### src/rtl/sysa_drain.sv
// Output collector for the systolic array: de-skews the bottom-row partial sums into aligned rows,
// buffers them in a show-ahead FIFO and streams them out with a per-tile last tag. Option: DRAIN_RELU_EN.
module sysa_drain #(
  parameter int unsigned COLS  = 4,
  parameter int unsigned DW    = 16,
  parameter int unsigned ROWS  = 4,
  parameter int unsigned DEPTH = 4
) (
  input  logic                       clk,
  input  logic                       rst_n,
  input  logic                       start,
  input  logic                       in_valid,
  input  logic [COLS*DW-1:0]         col_in,
  output logic [COLS*DW-1:0]         out_data,
  output logic                       out_valid,
  input  logic                       out_ready,
  output logic                       out_last,
  output logic [$clog2(DEPTH):0]     level,
  output logic                       busy,
  output logic                       overflow
);

  localparam int unsigned RW = COLS * DW;
  localparam int unsigned AW = $clog2(DEPTH);
  localparam int unsigned LW = AW + 1;
  localparam int unsigned CW = (ROWS > 1) ? $clog2(ROWS) : 1;
  localparam int unsigned VD = COLS - 1;

  logic [VD-1:0] vld_sr;
  logic [VD-1:0] vld_n;
  logic [RW-1:0] aligned;
  logic [RW-1:0] wdata;

  logic [RW:0]   mem [DEPTH];
  logic [AW:0]   wr_ptr, rd_ptr, wr_ptr_n, rd_ptr_n;
  logic [CW-1:0] row_cnt, row_cnt_n;
  logic [LW-1:0] lvl_cur, lvl_n;
  logic          push, pop, full, wr_en, overflow_n, busy_n, last_tag;

  // Lane c waits COLS-1-c cycles so every lane of a row lines up with the last column.
  for (genvar c = 0; c < int'(VD); c++) begin : g_lane
    localparam int unsigned D = VD - c;
    logic [DW-1:0] dly [D];

    always_ff @(posedge clk or negedge rst_n) begin
      if (!rst_n) begin
        for (int i = 0; i < int'(D); i++) dly[i] <= '0;
      end else begin
        dly[0] <= col_in[c*DW +: DW];
        for (int i = 1; i < int'(D); i++) dly[i] <= dly[i-1];
      end
    end

    assign aligned[c*DW +: DW] = dly[D-1];
  end
  assign aligned[VD*DW +: DW] = col_in[VD*DW +: DW];

  // Write-side lane conditioning.
  always_comb begin
    wdata = aligned;
`ifdef DRAIN_RELU_EN
    for (int c = 0; c < int'(COLS); c++) begin
      if (aligned[c*DW + DW - 1]) wdata[c*DW +: DW] = '0;
    end
`endif
  end

  // Next-state: de-skew valids, FIFO pointers, row counter and flags.
  always_comb begin
    lvl_cur    = LW'(wr_ptr - rd_ptr);
    full       = (lvl_cur == LW'(DEPTH));
    push       = vld_sr[VD-1];
    pop        = out_valid & out_ready;
    wr_en      = push & (~full | pop);
    last_tag   = (row_cnt == CW'(ROWS - 1));
    vld_n      = VD'({vld_sr, in_valid});
    wr_ptr_n   = wr_ptr + LW'(wr_en);
    rd_ptr_n   = rd_ptr + LW'(pop);
    row_cnt_n  = row_cnt;
    overflow_n = overflow | (push & full & ~pop);
    if (push) row_cnt_n = last_tag ? '0 : CW'(row_cnt + CW'(1));
    if (start) begin
      wr_en      = 1'b0;
      vld_n      = '0;
      wr_ptr_n   = '0;
      rd_ptr_n   = '0;
      row_cnt_n  = '0;
      overflow_n = 1'b0;
    end
    lvl_n  = LW'(wr_ptr_n - rd_ptr_n);
    busy_n = (|vld_n) | (lvl_n != '0);
  end

  always_ff @(posedge clk or negedge rst_n) begin
    if (!rst_n) begin
      vld_sr    <= '0;
      wr_ptr    <= '0;
      rd_ptr    <= '0;
      row_cnt   <= '0;
      overflow  <= 1'b0;
      level     <= '0;
      out_valid <= 1'b0;
      busy      <= 1'b0;
      for (int i = 0; i < int'(DEPTH); i++) mem[i] <= '0;
    end else begin
      vld_sr    <= vld_n;
      wr_ptr    <= wr_ptr_n;
      rd_ptr    <= rd_ptr_n;
      row_cnt   <= row_cnt_n;
      overflow  <= overflow_n;
      level     <= lvl_n;
      out_valid <= (lvl_n != '0);
      busy      <= busy_n;
      if (wr_en) mem[wr_ptr[AW-1:0]] <= {last_tag, wdata};
    end
  end

  // Show-ahead head of the registered storage.
  assign out_data = mem[rd_ptr[AW-1:0]][RW-1:0];
  assign out_last = mem[rd_ptr[AW-1:0]][RW];

endmodule
### config.mk
export PLATFORM = sky130hd
export DESIGN_NAME = sysa_drain
export DESIGN_NICKNAME = d
export VERILOG_FILES = /design/src/rtl/sysa_drain.sv
export SDC_FILE = /design/constraint.sdc
export NUM_CORES = 1
export LEC_CHECK = 0
export ABC_AREA = 1
export CORE_AREA = 3 3 223 159
export DETAILED_ROUTE_END_ITERATION = 6
export DIE_AREA = 0 0 226 162
export GPL_TIMING_DRIVEN = 0
export PLACE_DENSITY = 0.67
export SLEW_MARGIN = 20
export SYNTH_ARGS = -nofsm -noshare
export SYNTH_HDL_FRONTEND = slang
export SYNTH_SLANG_ARGS = --single-unit
export TNS_END_PERCENT = 100
### constraint.sdc
create_clock -name clk -period 2.9 [get_ports clk]
set_input_delay 0.87 -clock clk [delete_from_list [all_inputs] [get_ports clk]]
set_output_delay 0.87 -clock clk [all_outputs]
set_load 0.03 [all_outputs]
==> Word level (Yosys, flattened, before mapping) <==
Index checks and enable logic that the tools add are counted.
{ "totals": {"register_bits": 373, "input_bits": 69, "wordCells": 57, "output_inout_bits": 71} }
{ "classes": {"n_lt_le_gt_ge": 3, "n_eq_ne": 2, "n_reduce_logical": 4, "muxes": 14, "bitwise_logic": 11, "n_addsub": 5} }
{ "ops": {"columns": ["cell", "count"], "rows": [
  ["$bwmux 260", 1],
  ["$mux 65", 3],
  ["$bmux 65 s2", 1],
  ["$demux 65 s2", 1],
  ["$mux 3", 3],
  ["$add 3x1->3", 2],
  ["$ge 3x3->1 const B", 2],
  ["$mux 2", 3],
  ["$not 2->3", 2],
  ["$sub 3x3->3", 2],
  ["$and 1x1->1", 4],
  ["$eq 3x3->1 const B", 1],
  ["$lt 3x1->1 const B", 1],
  ["$or 1x1->1", 3],
  ["$reduce_bool 3->1", 1],
  ["$reduce_or 3->1", 1],
  ["$add 2x1->2 const B", 1],
  ["$eq 2x2->1 const B", 1],
  ["$mux 1", 2],
  ["$not 1->1", 2],
  ["$reduce_bool 2->1", 1],
  ["$logic_and 1x1->1", 1]
]} }

==> Logic depth before layout (Yosys ltp) <==
{ "logic_depth": {"word_depth": 10, "depth_mapped": 22, "depth_no_buf": 21} }

==> Worst setup path before layout <==
OpenSTA, ideal clock, no wires.
{ "synth_path": {"path_kind": "flip-flop to flip-flop", "from": "reg rd_ptr[1]", "to": "reg busy", "arrival_ps": 2880, "required_ps": 2773, "synth_period_minus_slack_ps": 3007, "path_buffers": 2, "path_slack_ps": -107, "setup_ps": 127, "path_stages_with_launch": 18, "cell_sequence": "dfrtp_1 inv_1 clkbuf_1 clkbuf_1 ha_1 nand2_1 nand2_1 nand2_1 nand3_4 nand2_1 inv_1 ha_1 ha_1 inv_1 nor2_1 fa_1 nor2_1 nand3_1"} }
{ "synth_between": {"elab_chain_len": 10, "word_cells_on_any_way": 12, "cone_classes": "add/sub (4); eq/ne (1); mux (2); bitwise (4); reduce/logical (1)"} }
{ "synth_lines": {"columns": ["element", "line_no", "source"], "rows": [
  ["from (decl)", "35", "logic [AW:0] wr_ptr, rd_ptr, wr_ptr_n, rd_ptr_n;"],
  ["from (signal assigned)", "108", "rd_ptr <= rd_ptr_n;"],
  ["$sub 3x3->3", "70", "lvl_cur = LW'(wr_ptr - rd_ptr);"],
  ["$eq 3x3->1", "71", "full = (lvl_cur == LW'(DEPTH));"],
  ["$not 1->1", "74", "wr_en = push & (~full | pop);"],
  ["$or 1x1->1", "74", null],
  ["$and 1x1->1", "74", null],
  ["$add 3x1->3", "77", "wr_ptr_n = wr_ptr + LW'(wr_en);"],
  ["$mux 3", "82", "if (start) begin"],
  ["via wr_ptr_n[1]", "35", null],
  ["$sub 3x3->3", "90", "lvl_n = LW'(wr_ptr_n - rd_ptr_n);"],
  ["via lvl_n[1]", "37", "logic [LW-1:0] lvl_cur, lvl_n;"],
  ["$reduce_bool 3->1", "91", "busy_n = (|vld_n) | (lvl_n != '0);"],
  ["$or 1x1->1", "91", null],
  ["via busy_n", "38", "logic push, pop, full, wr_en, overflow_n, busy_n, last_tag;"],
  ["to (signal assigned)", "113", "busy <= busy_n;"],
  ["to (decl)", "19", "output logic busy,"]
]} }
The timed path passes the listed nets, and every way through them passes these cells.
A chain may end at the register's enable or synchronous reset.

==> Worst setup path after layout <==
{ "layout_path": {"from": "reg rd_ptr[1]", "to": "out out_data[14]"} }
{ "layout_between": {"elab_chain_len": 4} }
{ "layout_lines": {"columns": ["element", "line_no", "source"], "rows": [
  ["$not 2->3 (not written as such)", "119", "assign out_data = mem[rd_ptr[AW-1:0]][RW-1:0];"],
  ["$bmux 65 s2", "119", null],
  ["$mux 65 (not written as such) (2 in a row)", "119", null],
  ["to (decl)", "14", "output logic [COLS*DW-1:0] out_data,"]
]} }
Every way passes these cells. The select of a mux whose other input is x is not followed.

==> run_results.csv <==
group,metric,value,unit
power_and_ir_drop,p_leak,0.0101,uW
synthesis,synth_area_per_cell,8.93,um2
timing,hold_violations,0,
grt,antenna_found_initial,0,
timing,fmax,0.343,GHz
cts,cts_buffer_depth,3,
final_layout,syn_to_final_growth,27.2,%
timing,tightest_slew,0.521,ns
timing,rsz0062_at_grt,"yes",
drt,dr_wl_met2,18.4,mm
final_layout,fillerInstances,2926,
synthesis,synthArstFlopShare,1.00,
drt,met3_length,3.01,mm
power_and_ir_drop,power.share.clock,0.327,
power_and_ir_drop,p_comb_frac,0.299,
cts,cts-buffers-inserted,37,
drt,ant_nets,0,
cts,cts_tree,"done",
final_layout,final_common_cell,"nand2_1",
cts,cts_sinks,373,
setup_path,crit_required,2.03,ns
floorplan,coreArea,33400,um2
cts,cts.reportedPaths.clkPinSlew,0.06,ns
floorplan,start_util,0.449,
place,place_ws,-0.802,ns
setup_path,crit_type,"reg2out",
power_and_ir_drop,net-switching-power,5240,uW
drt,drc,0,
power_and_ir_drop,power.density,838,nW/um2
min_path,hp-class,"in2async",
synthesis,synth_edf_count,0,
power_and_ir_drop,swShare,0.327,
floorplan,rows,56,
power_and_ir_drop,p_total,16000,uW
setup_path,rr_worst_depth,16,
grt,overflow,0,
grt,grt_pass1_wl,64.6,mm
power_and_ir_drop,seqPwrFrac,0.374,
synthesis,seq_area_frac_synth,0.622,
timing,skew,0.0149,ns
flow_run,cap_violations,0,
drt,wl_per_cell,17.5,um
setup_path,cp_max_fo,10,
timing,fin_ws,-0.0121,ns
synthesis,synth_cell_type_count,21,
final_layout,nets,1952,
cts,htreeDepth,2,
timing,tns,-0.0164,ns
grt,grt_pass1_vias,11900,
outcome,violations,"negative setup slack",
drt,vias,12100,
outcome,outcome,"finished with violations",
synthesis,synth-main-ff-cell,"dfrtp_1",
grt,grt_usage,0.224,
setup_path,cp-start-kind,"register",
cts,clock_latency,0.54,ns
cts,hold_buffers,0,
power_and_ir_drop,p_int,10800,uW
power_and_ir_drop,peakVddDrop,0.508,mV
setup_path,reg2reg_slack,0.10,ns
final_layout,antenna_cells,0,
drt,viasPerCell,5.16,
synthesis,yosysWarningCount,0,
drt,top_layer,"met4",
place,port_buffers,139,
setup_path,worst_ep_arrival_time,2.04,ns
place,place_congestion,0.825,
timing,period_minus_slack,2.91,ns
final_layout,drive_gt1_frac,0.158,
drt,m1WireLength,18.5,mm
floorplan,num_io_pins,140,
place,hpwl,25.7,mm
floorplan,die_height,162,um
floorplan,die-area,36600,um2
timing,final-setup-viol-count,2,
cts,root_buffer,"clkbuf_16",
timing,slew_violations,0,
timing,timing.final.crit_share,1.00,
synthesis,syn_area,15000,um2
synthesis,synth_nets,1759,
floorplan,die_w,226,um
final_layout,final_core_util,0.571,
final_layout,final_cell_mix,"nand2_1 (807), dfrtp_1 (371), nor2_1 (142)",
drt,wl,40.9,mm
synthesis,netlist_instances,1681,
timing,max-slew-margin-rel,0.653,
setup_path,worst_setup_path_end_kind,"output port",
drt,initialDrtViolationCount,1253,
synthesis,synth_seq_cells,373,
grt,grt_max_degree,100,
drt,first_pass_iters,5,
-- cell usage after synthesis (4+ instances only) --
cell type | count | share of area
buf_2 | 16 | 0.0053
buf_4 | 22 | 0.011
buf_6 | 24 | 0.018
clkbuf_1 | 36 | 0.0090
dfrtp_1 | 373 | 0.62
ha_1 | 8 | 0.0067
inv_1 | 30 | 0.0075
nand2_1 | 811 | 0.20
nand4_1 | 4 | 0.0017
nor2_1 | 146 | 0.037
nor2_2 | 4 | 0.0017
o21ai_0 | 132 | 0.044
o22ai_1 | 65 | 0.027
-- path summary, 6_finish.rpt --
check | from | to
min in group clk | g_lane[0].dly[27]$_DFF_PN0_ | aligned[11]$_DFF_PN0_
max in group asynchronous | rst_n | mem[85]$_DFFE_PN0P_
worst min register to register | g_lane[0].dly[27]$_DFF_PN0_ | aligned[11]$_DFF_PN0_
worst min-delay path | rst_n | mem[46]$_DFFE_PN0P_
worst max-delay path | rd_ptr[1]$_DFF_PN0_ | out_data[14]
worst max register to register | rd_ptr[1]$_DFF_PN0_ | busy$_DFF_PN0_
-- state kept, by name (all words and copies together), names as in the netlist --
| signal | count |
|---|---|
| level | 3 |
| rd_ptr | 3 |
| overflow | 1 |
| vld_sr | 3 |
| row_cnt | 2 |
| wr_ptr | 3 |
| aligned | 32 |
| out_valid | 1 |
| g_lane.dly | 64 |
| mem | 260 |
| busy | 1 |
-- cell type report --
type / count / area (um2) / area share
buffer: 99 / 1040 / 0.0545
clock buffer: 44 / 992 / 0.0520
tap: 435 / 544 / 0.0285
multi-input combinational: 1178 / 5170 / 0.271
sequential: 373 / 9340 / 0.489
timing repair buffer: 155 / 1550 / 0.0813
clock inverter: 22 / 337 / 0.0176
inverter: 30 / 120 / 0.00629
-- through the flow --
stage | area (um2) | hold WS, ns | cells
2_1_floorplan | 15000 | 0.331 | 1681
3_3_place_gp | 16900 | 0.331 | 2255
3_5_place_dp | 17100 | 0.335 | 2259
4_1_cts | 18800 | 0.185 | 2331
5_1_grt | 19100 | 0.197 | 2336
6_report | 19100 | 0.189 | 2336
-- logic make-up (layout without fill, tap and decap cells) --
group,Yosys count,after routing,share of synthesized area
AO/OA/AOI/OAI,200,200,0.0726
AND/OR/NAND/NOR,969,969,0.246
adder cells (fa/ha/maj),9,9,0.00800
flip-flops,373,373,0.622
buffers and inverters,130,350,0.0519
-- repair_timing --
action / CTS / global route
pin swaps: 19 / 33
resized for setup: 518 / 100
setup buffers: 6 / 5
cloned: 1 / 0
setup endpoints to repair: 69 / 67
-- metal layers --
metal | up-vias | GRT usage
met2 | 453 | 0.345
met3 | 78 | 0.0399
met1 | 5879 | 0.323
met5 | - | 0
li1 | 5655 | -
met4 | 0 | 0.0756
-- power groups by stage --
stage | registers [uW] | logic [uW] | clock network [uW]
6_report | 5980 | 4780 | 5240
5_1_grt | 6030 | 5100 | 5550
4_1_cts | 5970 | 4530 | 5340
3_5_place_dp | 6060 | 4220 | 0
3_3_place_gp | 6060 | 4170 | 0
2_1_floorplan | 6040 | 2390 | 0
-- critical path, stage by stage, from the launching register on --
cell,delay [ns]
dfrtp_2,0.44
inv_2,0.09
clkbuf_16,0.15
buf_12,0.11
buf_4,0.17
o21ai_0,0.13
o22ai_2,0.23
buf_6,0.18
Power figures use the tool's default switching activity.
